## src/rtl/hazard_ctrl_if.sv

```systemverilog
// hazard_ctrl_if: hazard inputs and pipeline latch controls of the hazard controller
interface hazard_ctrl_if #(parameter int REGW = 5, parameter int CNTW = 16);
  logic ihit, dhit, exmem_dREN, exmem_dWEN, idex_memread;
  logic [REGW-1:0] idex_wsel, ifid_rs, ifid_rt;
  logic ifid_uses_rt, branch_taken, memwb_halt;
  logic pc_en, ifid_en, ifid_flush, idex_en, flush_IDEX, exmem_en, memwb_en, halted;
  logic [CNTW-1:0] stall_cnt, flush_cnt;
  modport master (
    output ihit, dhit, exmem_dREN, exmem_dWEN, idex_memread, idex_wsel, ifid_rs, ifid_rt,
           ifid_uses_rt, branch_taken, memwb_halt,
    input  pc_en, ifid_en, ifid_flush, idex_en, flush_IDEX, exmem_en, memwb_en, halted,
           stall_cnt, flush_cnt
  );
  modport slave (
    input  ihit, dhit, exmem_dREN, exmem_dWEN, idex_memread, idex_wsel, ifid_rs, ifid_rt,
           ifid_uses_rt, branch_taken, memwb_halt,
    output pc_en, ifid_en, ifid_flush, idex_en, flush_IDEX, exmem_en, memwb_en, halted,
           stall_cnt, flush_cnt
  );
endinterface

```

## src/rtl/hazard_ctrl.sv

```systemverilog
// hazard_ctrl: 5-stage pipeline stall/flush sequencer; HAZARD_PERF_CNT_EN builds stall/flush counters
module hazard_ctrl #(
  parameter int REGW = 5,
  parameter int CNTW = 16
) (
  input logic CLK,
  input logic nRST,
  hazard_ctrl_if.slave hz
);
  typedef enum logic [1:0] {RUN, DWAIT, HALTED} state_t;
  state_t state, state_n;
  logic dmem_pend, load_use;
  logic [REGW-1:0] wsel;
  assign wsel = hz.idex_wsel;
  assign dmem_pend = (hz.exmem_dREN | hz.exmem_dWEN) & ~hz.dhit;
  assign load_use = hz.idex_memread & (wsel != '0) &
                    ((wsel == hz.ifid_rs) | (hz.ifid_uses_rt & (wsel == hz.ifid_rt)));
  always_ff @(posedge CLK)
    state <= !nRST ? RUN : state_n;
  always_comb begin
    state_n = state;
    hz.pc_en = 1'b1;
    hz.ifid_en = 1'b1;
    hz.ifid_flush = 1'b0;
    hz.idex_en = 1'b1;
    hz.flush_IDEX = 1'b0;
    hz.exmem_en = 1'b1;
    hz.memwb_en = 1'b1;
    hz.halted = 1'b0;
    if (!nRST) begin
      {hz.pc_en, hz.ifid_en, hz.idex_en, hz.exmem_en, hz.memwb_en} = '0;
      hz.ifid_flush = 1'b1;
      hz.flush_IDEX = 1'b1;
    end else if (state == HALTED) begin
      {hz.pc_en, hz.ifid_en, hz.idex_en, hz.exmem_en, hz.memwb_en} = '0;
      hz.halted = 1'b1;
    end else if (dmem_pend) begin
      {hz.pc_en, hz.ifid_en, hz.idex_en, hz.exmem_en, hz.memwb_en} = '0;
      state_n = DWAIT;
    end else if (hz.memwb_halt) begin
      {hz.pc_en, hz.ifid_en, hz.idex_en, hz.exmem_en} = '0;
      state_n = HALTED;
    end else begin
      state_n = RUN;
      // a taken branch squashes the hazard-causing instruction, so it wins over load_use
      if (hz.branch_taken) begin
        hz.ifid_flush = 1'b1;
        hz.flush_IDEX = 1'b1;
      end else if (load_use) begin
        hz.pc_en = 1'b0;
        hz.ifid_en = 1'b0;
        hz.flush_IDEX = 1'b1;
      end else if (!hz.ihit) begin
        hz.pc_en = 1'b0;
        hz.ifid_flush = 1'b1;
      end
    end
  end
`ifdef HAZARD_PERF_CNT_EN
  logic stall, flush;
  logic [CNTW-1:0] stall_q, flush_q;
  // PC held and not the halt-drain cycle (which alone has memwb_en without exmem_en)
  assign stall = nRST & (state != HALTED) & ~hz.pc_en & (hz.exmem_en | ~hz.memwb_en);
  assign flush = hz.pc_en & hz.ifid_flush;
  always_ff @(posedge CLK)
    if (!nRST) begin
      stall_q <= '0;
      flush_q <= '0;
    end else begin
      if (stall && !(&stall_q)) stall_q <= stall_q + CNTW'(1);
      if (flush && !(&flush_q)) flush_q <= flush_q + CNTW'(1);
    end
  assign hz.stall_cnt = stall_q;
  assign hz.flush_cnt = flush_q;
`else
  assign hz.stall_cnt = {CNTW{1'b0}};
  assign hz.flush_cnt = {CNTW{1'b0}};
`endif
endmodule
```

## src/flat_wrapper.sv

```systemverilog
// flat-port wrapper written by rule: the top's interface ports become plain ports
module hazard_ctrl_flat 
#(
  parameter int REGW = 5,
  parameter int CNTW = 16
)
  (CLK, nRST, hz_ihit, hz_dhit, hz_exmem_dREN, hz_exmem_dWEN, hz_idex_memread, hz_idex_wsel, hz_ifid_rs, hz_ifid_rt, hz_ifid_uses_rt, hz_branch_taken, hz_memwb_halt, hz_pc_en, hz_ifid_en, hz_ifid_flush, hz_idex_en, hz_flush_IDEX, hz_exmem_en, hz_memwb_en, hz_halted, hz_stall_cnt, hz_flush_cnt);
  hazard_ctrl_if #(.REGW(REGW), .CNTW(CNTW)) hz_i ();
  input logic CLK;
  input logic nRST;
  input wire logic [$bits(hz_i.ihit)-1:0] hz_ihit;
  input wire logic [$bits(hz_i.dhit)-1:0] hz_dhit;
  input wire logic [$bits(hz_i.exmem_dREN)-1:0] hz_exmem_dREN;
  input wire logic [$bits(hz_i.exmem_dWEN)-1:0] hz_exmem_dWEN;
  input wire logic [$bits(hz_i.idex_memread)-1:0] hz_idex_memread;
  input wire logic [$bits(hz_i.idex_wsel)-1:0] hz_idex_wsel;
  input wire logic [$bits(hz_i.ifid_rs)-1:0] hz_ifid_rs;
  input wire logic [$bits(hz_i.ifid_rt)-1:0] hz_ifid_rt;
  input wire logic [$bits(hz_i.ifid_uses_rt)-1:0] hz_ifid_uses_rt;
  input wire logic [$bits(hz_i.branch_taken)-1:0] hz_branch_taken;
  input wire logic [$bits(hz_i.memwb_halt)-1:0] hz_memwb_halt;
  output wire logic [$bits(hz_i.pc_en)-1:0] hz_pc_en;
  output wire logic [$bits(hz_i.ifid_en)-1:0] hz_ifid_en;
  output wire logic [$bits(hz_i.ifid_flush)-1:0] hz_ifid_flush;
  output wire logic [$bits(hz_i.idex_en)-1:0] hz_idex_en;
  output wire logic [$bits(hz_i.flush_IDEX)-1:0] hz_flush_IDEX;
  output wire logic [$bits(hz_i.exmem_en)-1:0] hz_exmem_en;
  output wire logic [$bits(hz_i.memwb_en)-1:0] hz_memwb_en;
  output wire logic [$bits(hz_i.halted)-1:0] hz_halted;
  output wire logic [$bits(hz_i.stall_cnt)-1:0] hz_stall_cnt;
  output wire logic [$bits(hz_i.flush_cnt)-1:0] hz_flush_cnt;
  assign hz_i.ihit = hz_ihit;
  assign hz_i.dhit = hz_dhit;
  assign hz_i.exmem_dREN = hz_exmem_dREN;
  assign hz_i.exmem_dWEN = hz_exmem_dWEN;
  assign hz_i.idex_memread = hz_idex_memread;
  assign hz_i.idex_wsel = hz_idex_wsel;
  assign hz_i.ifid_rs = hz_ifid_rs;
  assign hz_i.ifid_rt = hz_ifid_rt;
  assign hz_i.ifid_uses_rt = hz_ifid_uses_rt;
  assign hz_i.branch_taken = hz_branch_taken;
  assign hz_i.memwb_halt = hz_memwb_halt;
  assign hz_pc_en = hz_i.pc_en;
  assign hz_ifid_en = hz_i.ifid_en;
  assign hz_ifid_flush = hz_i.ifid_flush;
  assign hz_idex_en = hz_i.idex_en;
  assign hz_flush_IDEX = hz_i.flush_IDEX;
  assign hz_exmem_en = hz_i.exmem_en;
  assign hz_memwb_en = hz_i.memwb_en;
  assign hz_halted = hz_i.halted;
  assign hz_stall_cnt = hz_i.stall_cnt;
  assign hz_flush_cnt = hz_i.flush_cnt;
  hazard_ctrl #(.REGW(REGW), .CNTW(CNTW)) u_core (.CLK(CLK), .nRST(nRST), .hz(hz_i));
endmodule
```

## config.mk

```make
export PLATFORM = sky130hd
export DESIGN_NAME = hazard_ctrl_flat
export DESIGN_NICKNAME = d
export VERILOG_FILES = /design/src/rtl/hazard_ctrl_if.sv /design/src/rtl/hazard_ctrl.sv /design/src/flat_wrapper.sv
export SDC_FILE = /design/constraint.sdc
export NUM_CORES = 1
export LEC_CHECK = 0
export ABC_AREA = 1
export BUFFER_PORTS_ARGS = -buffer_cell sky130_fd_sc_hd__buf_2
export CAP_MARGIN = 20
export CORE_UTILIZATION = 30
export CTS_CLUSTER_DIAMETER = 100
export DETAILED_ROUTE_END_ITERATION = 8
export PLACE_DENSITY = 0.69
export SLEW_MARGIN = 10
export SYNTH_ARGS = -nofsm -noshare
export SYNTH_HDL_FRONTEND = slang
export SYNTH_SLANG_ARGS = --single-unit
```

## constraint.sdc

```tcl
create_clock -name CLK -period 0.95 [get_ports CLK]
set_input_delay 0.095 -clock CLK [delete_from_list [all_inputs] [get_ports CLK]]
set_output_delay 0.095 -clock CLK [all_outputs]
set_load 0.05 [all_outputs]
```

==> impl_metrics.csv <==
group,metric,value,unit
status,status,"finished, violations left",
status,violations,"setup timing",
logic_synthesis,syn_inst,117,
placed_design,gp_congestion,0.6271,
setup_path,worstRegToRegCells,5,
die,die_w,47.25,um
global_routing,antenna_found_initial,0,
detailed_routing,wirelength,1.234,mm
die,pin_count,65,
logic_synthesis,synthTopCellsByCount,"35 x nand2_1, 33 x buf_4, 21 x inv_1",
cts,cts_tree,"yes",
cts,root_buffer,"clkbuf_4",
detailed_routing,drc,0,
logic_synthesis,synth-seq-cells,2,
detailed_routing,via_per_inst,3.661,
detailed_routing,dr.pass1.iters,4,
logic_synthesis,yosys.area_share.adder,0,%
logic_synthesis,yosysWarnings,0,
logic_synthesis,avgSynthCellArea,5.251,um2
timing,post-route-period-util,142.2,%
global_routing,grt_use_total,11.31,%
logic_synthesis,yosys.area.top_type,"buf_4",
logic_synthesis,synth_flop_cell,"dfxtp_1",
placed_design,dp_hpwl,1.112,mm
logic_synthesis,synth-xor-area-share,1.426,%
setup_path,cp-start-kind,"flip-flop",
logic_synthesis,muxShareOfSynthArea,0,%
timing,finalSetupViolations,8,
power,leakage,0.5693,nW
global_routing,grt_use_met3,0.3846,%
logic_synthesis,synth-edff-count,0,
final_layout,utilization,45.43,%
final_layout,largest_reg_flops,2,
logic_synthesis,ys_async_sr_fraction,0,%
cts,cts.sinks,2,
final_layout,reg_top3,"u_core.state (2)",
hold_path,hold_class,"input port to flip-flop",
global_routing,grt-ovfl-total,0,
setup_path,cp-end-kind,"output port",
global_routing,met2_usage,21.37,%
setup_path,arrival,1.26,ns
die,dieArea,2233,um2
die,start_util,31.64,%
final_layout,diodes,0,
placed_design,port_buffers,32,
timing,drv_slew,0,
logic_synthesis,synth-compound-area-share,2.444,%
logic_synthesis,synth-simple-area-share,35.85,%
power,total_power,0.0009138,W
cts,clock_path_buffers,2,
final_layout,layout.nets,183,
power,peakVddDrop,0.0005150,V
timing,holdWs,0.1303,ns
logic_synthesis,synth_area_leaders,"buf_4 40%, nand2_1 21%, inv_1 13%",
power,power_density,1036,nW/um2
final_layout,largest-register,"u_core.state",
die,rows,16,
final_layout,multiInputGateArea,424.2,um2
logic_synthesis,synthesis.area,614.3,um2
setup_path,cp_max_fo,3,
detailed_routing,vias,670,
detailed_routing,wl_per_cell,6.743,um
timing,final.setup_skew,0.0003542,ns
placed_design,place_worst_setup_slack,-0.3610,ns
setup_path,crit_required,0.85,ns
global_routing,grt_pass1_vias,532,
global_routing,grt.busiest_layer,"met2",
final_layout,final-seq-area,41.29,um2
logic_synthesis,synth-seq-area-share,6.517,%
cts,clk_pin_slew_worst_paths,0.03,ns
timing,rsz0062_at_grt,"yes",
logic_synthesis,synth_top_family_by_area,"buffers and inverters",
timing,tns,-2.565,ns
timing,period_needed,1.351,ns
final_layout,syn2layout_area_growth,43.58,%
final_layout,fill_cells,225,
global_routing,grt_pass1_wl,1.911,mm
global_routing,met1_usage,13.57,%
detailed_routing,drt_iter0_markers,7,
logic_synthesis,synth.distinct_cells,12,
final_layout,drive_above_1_share,35.26,%
hold_path,worstHoldPathCells,3,
die,die_h,47.25,um
setup_path,critical_path_class,"flip-flop to output port",
timing,hold_viol_final,0,
cts,cts_made_buffers,3,
die,core,1942,um2
timing,clock.fmax,740.1,MHz
cts,htree_levels,1,
timing,setup_slack,-0.4011,ns
job,maxCapViolations,0,
logic_synthesis,synth_largest_type_area_fraction,40.33,%
global_routing,grt_max_degree,5,
logic_synthesis,synth.most_common_cell,"nand2_1",
detailed_routing,ant_nets,0,
cts,insertion_delay,0.22,ns
-- power by group --
group          switching (W)  internal, W  leakage (nW)
logic               0.000482     0.000156         0.539
clock network      0.0000419     0.000139        0.0138
registers         0.00000377    0.0000911        0.0169
-- worst paths after layout --
check / start / endpoint / slack (ns)
min: hz_memwb_halt / u_core.state[1] / 0.13
min reg2reg: u_core.state[0] / u_core.state[0] / 0.65
max reg2reg: u_core.state[1] / u_core.state[1] / 0.15
max: u_core.state[1] / hz_pc_en / -0.40
-- kinds of logic after synthesis --
kind of cell	after synthesis
buffers and inverters	54
DFF	2
xor gates and xnor gates	1
other	1
and+or+nand+nor	56
AOI/OAI and AO/OA	3
-- cell usage in the layout, fill, tap and decap left out, types with 2 or more instances in the layout --
| cell | count |
|---|---|
| a21oi_1 | 2 |
| buf_2 | 24 |
| buf_4 | 6 |
| buf_6 | 2 |
| buf_8 | 6 |
| clkbuf_4 | 3 |
| conb_1 | 32 |
| inv_1 | 19 |
| nand2_1 | 30 |
| nand2_2 | 2 |
| nand2_4 | 3 |
| nand3_1 | 2 |
| nor2_1 | 11 |
| nor2_4 | 2 |
| nor3_2 | 2 |
-- layer usage --
metal | wire length [um] | share of wire, %
met4 | 14 | 1.1
met3 | 94 | 7.6
met2 | 640 | 52
met5 | 0 | 0
met1 | 485 | 39
-- stage by stage --
| step | cells | cell area [um2] |
|---|---|---|
| after floorplan | 148 | 785.8 |
| after global placement | 180 | 777.0 |
| after detailed placement | 180 | 777.0 |
| after CTS | 183 | 873.3 |
| after global routing | 183 | 882.1 |
| final | 183 | 882.1 |
-- what timing repair did --
item,CTS,global route
buffers inserted,0,0
gates resized for setup,23,2
pin swaps,1,0
cloned,0,0
hold buffers,0,0
endpoints found under the setup margin,8,8
-- worst max-delay path, stage by stage, from the launching register on --
cell and delay (ns):
dfxtp_1 0.30, inv_2 0.06, nor2_2 0.03, nor2_1 0.11, nand2_2 0.09, nor2_4 0.12, nand2_4 0.07, nor2_4 0.11
buf_8 0.15
-- final cells by class --
type                            instances  share of cell area [%]
Tap cell                               27                   3.830
Inverter                               21                   9.362
Clock buffer                            3                   2.553
Timing Repair Buffer                   38                   31.49
Sequential cell                         2                   4.681
Multi-Input combinational cell         92                   48.09
Power figures use the tool's default switching activity.
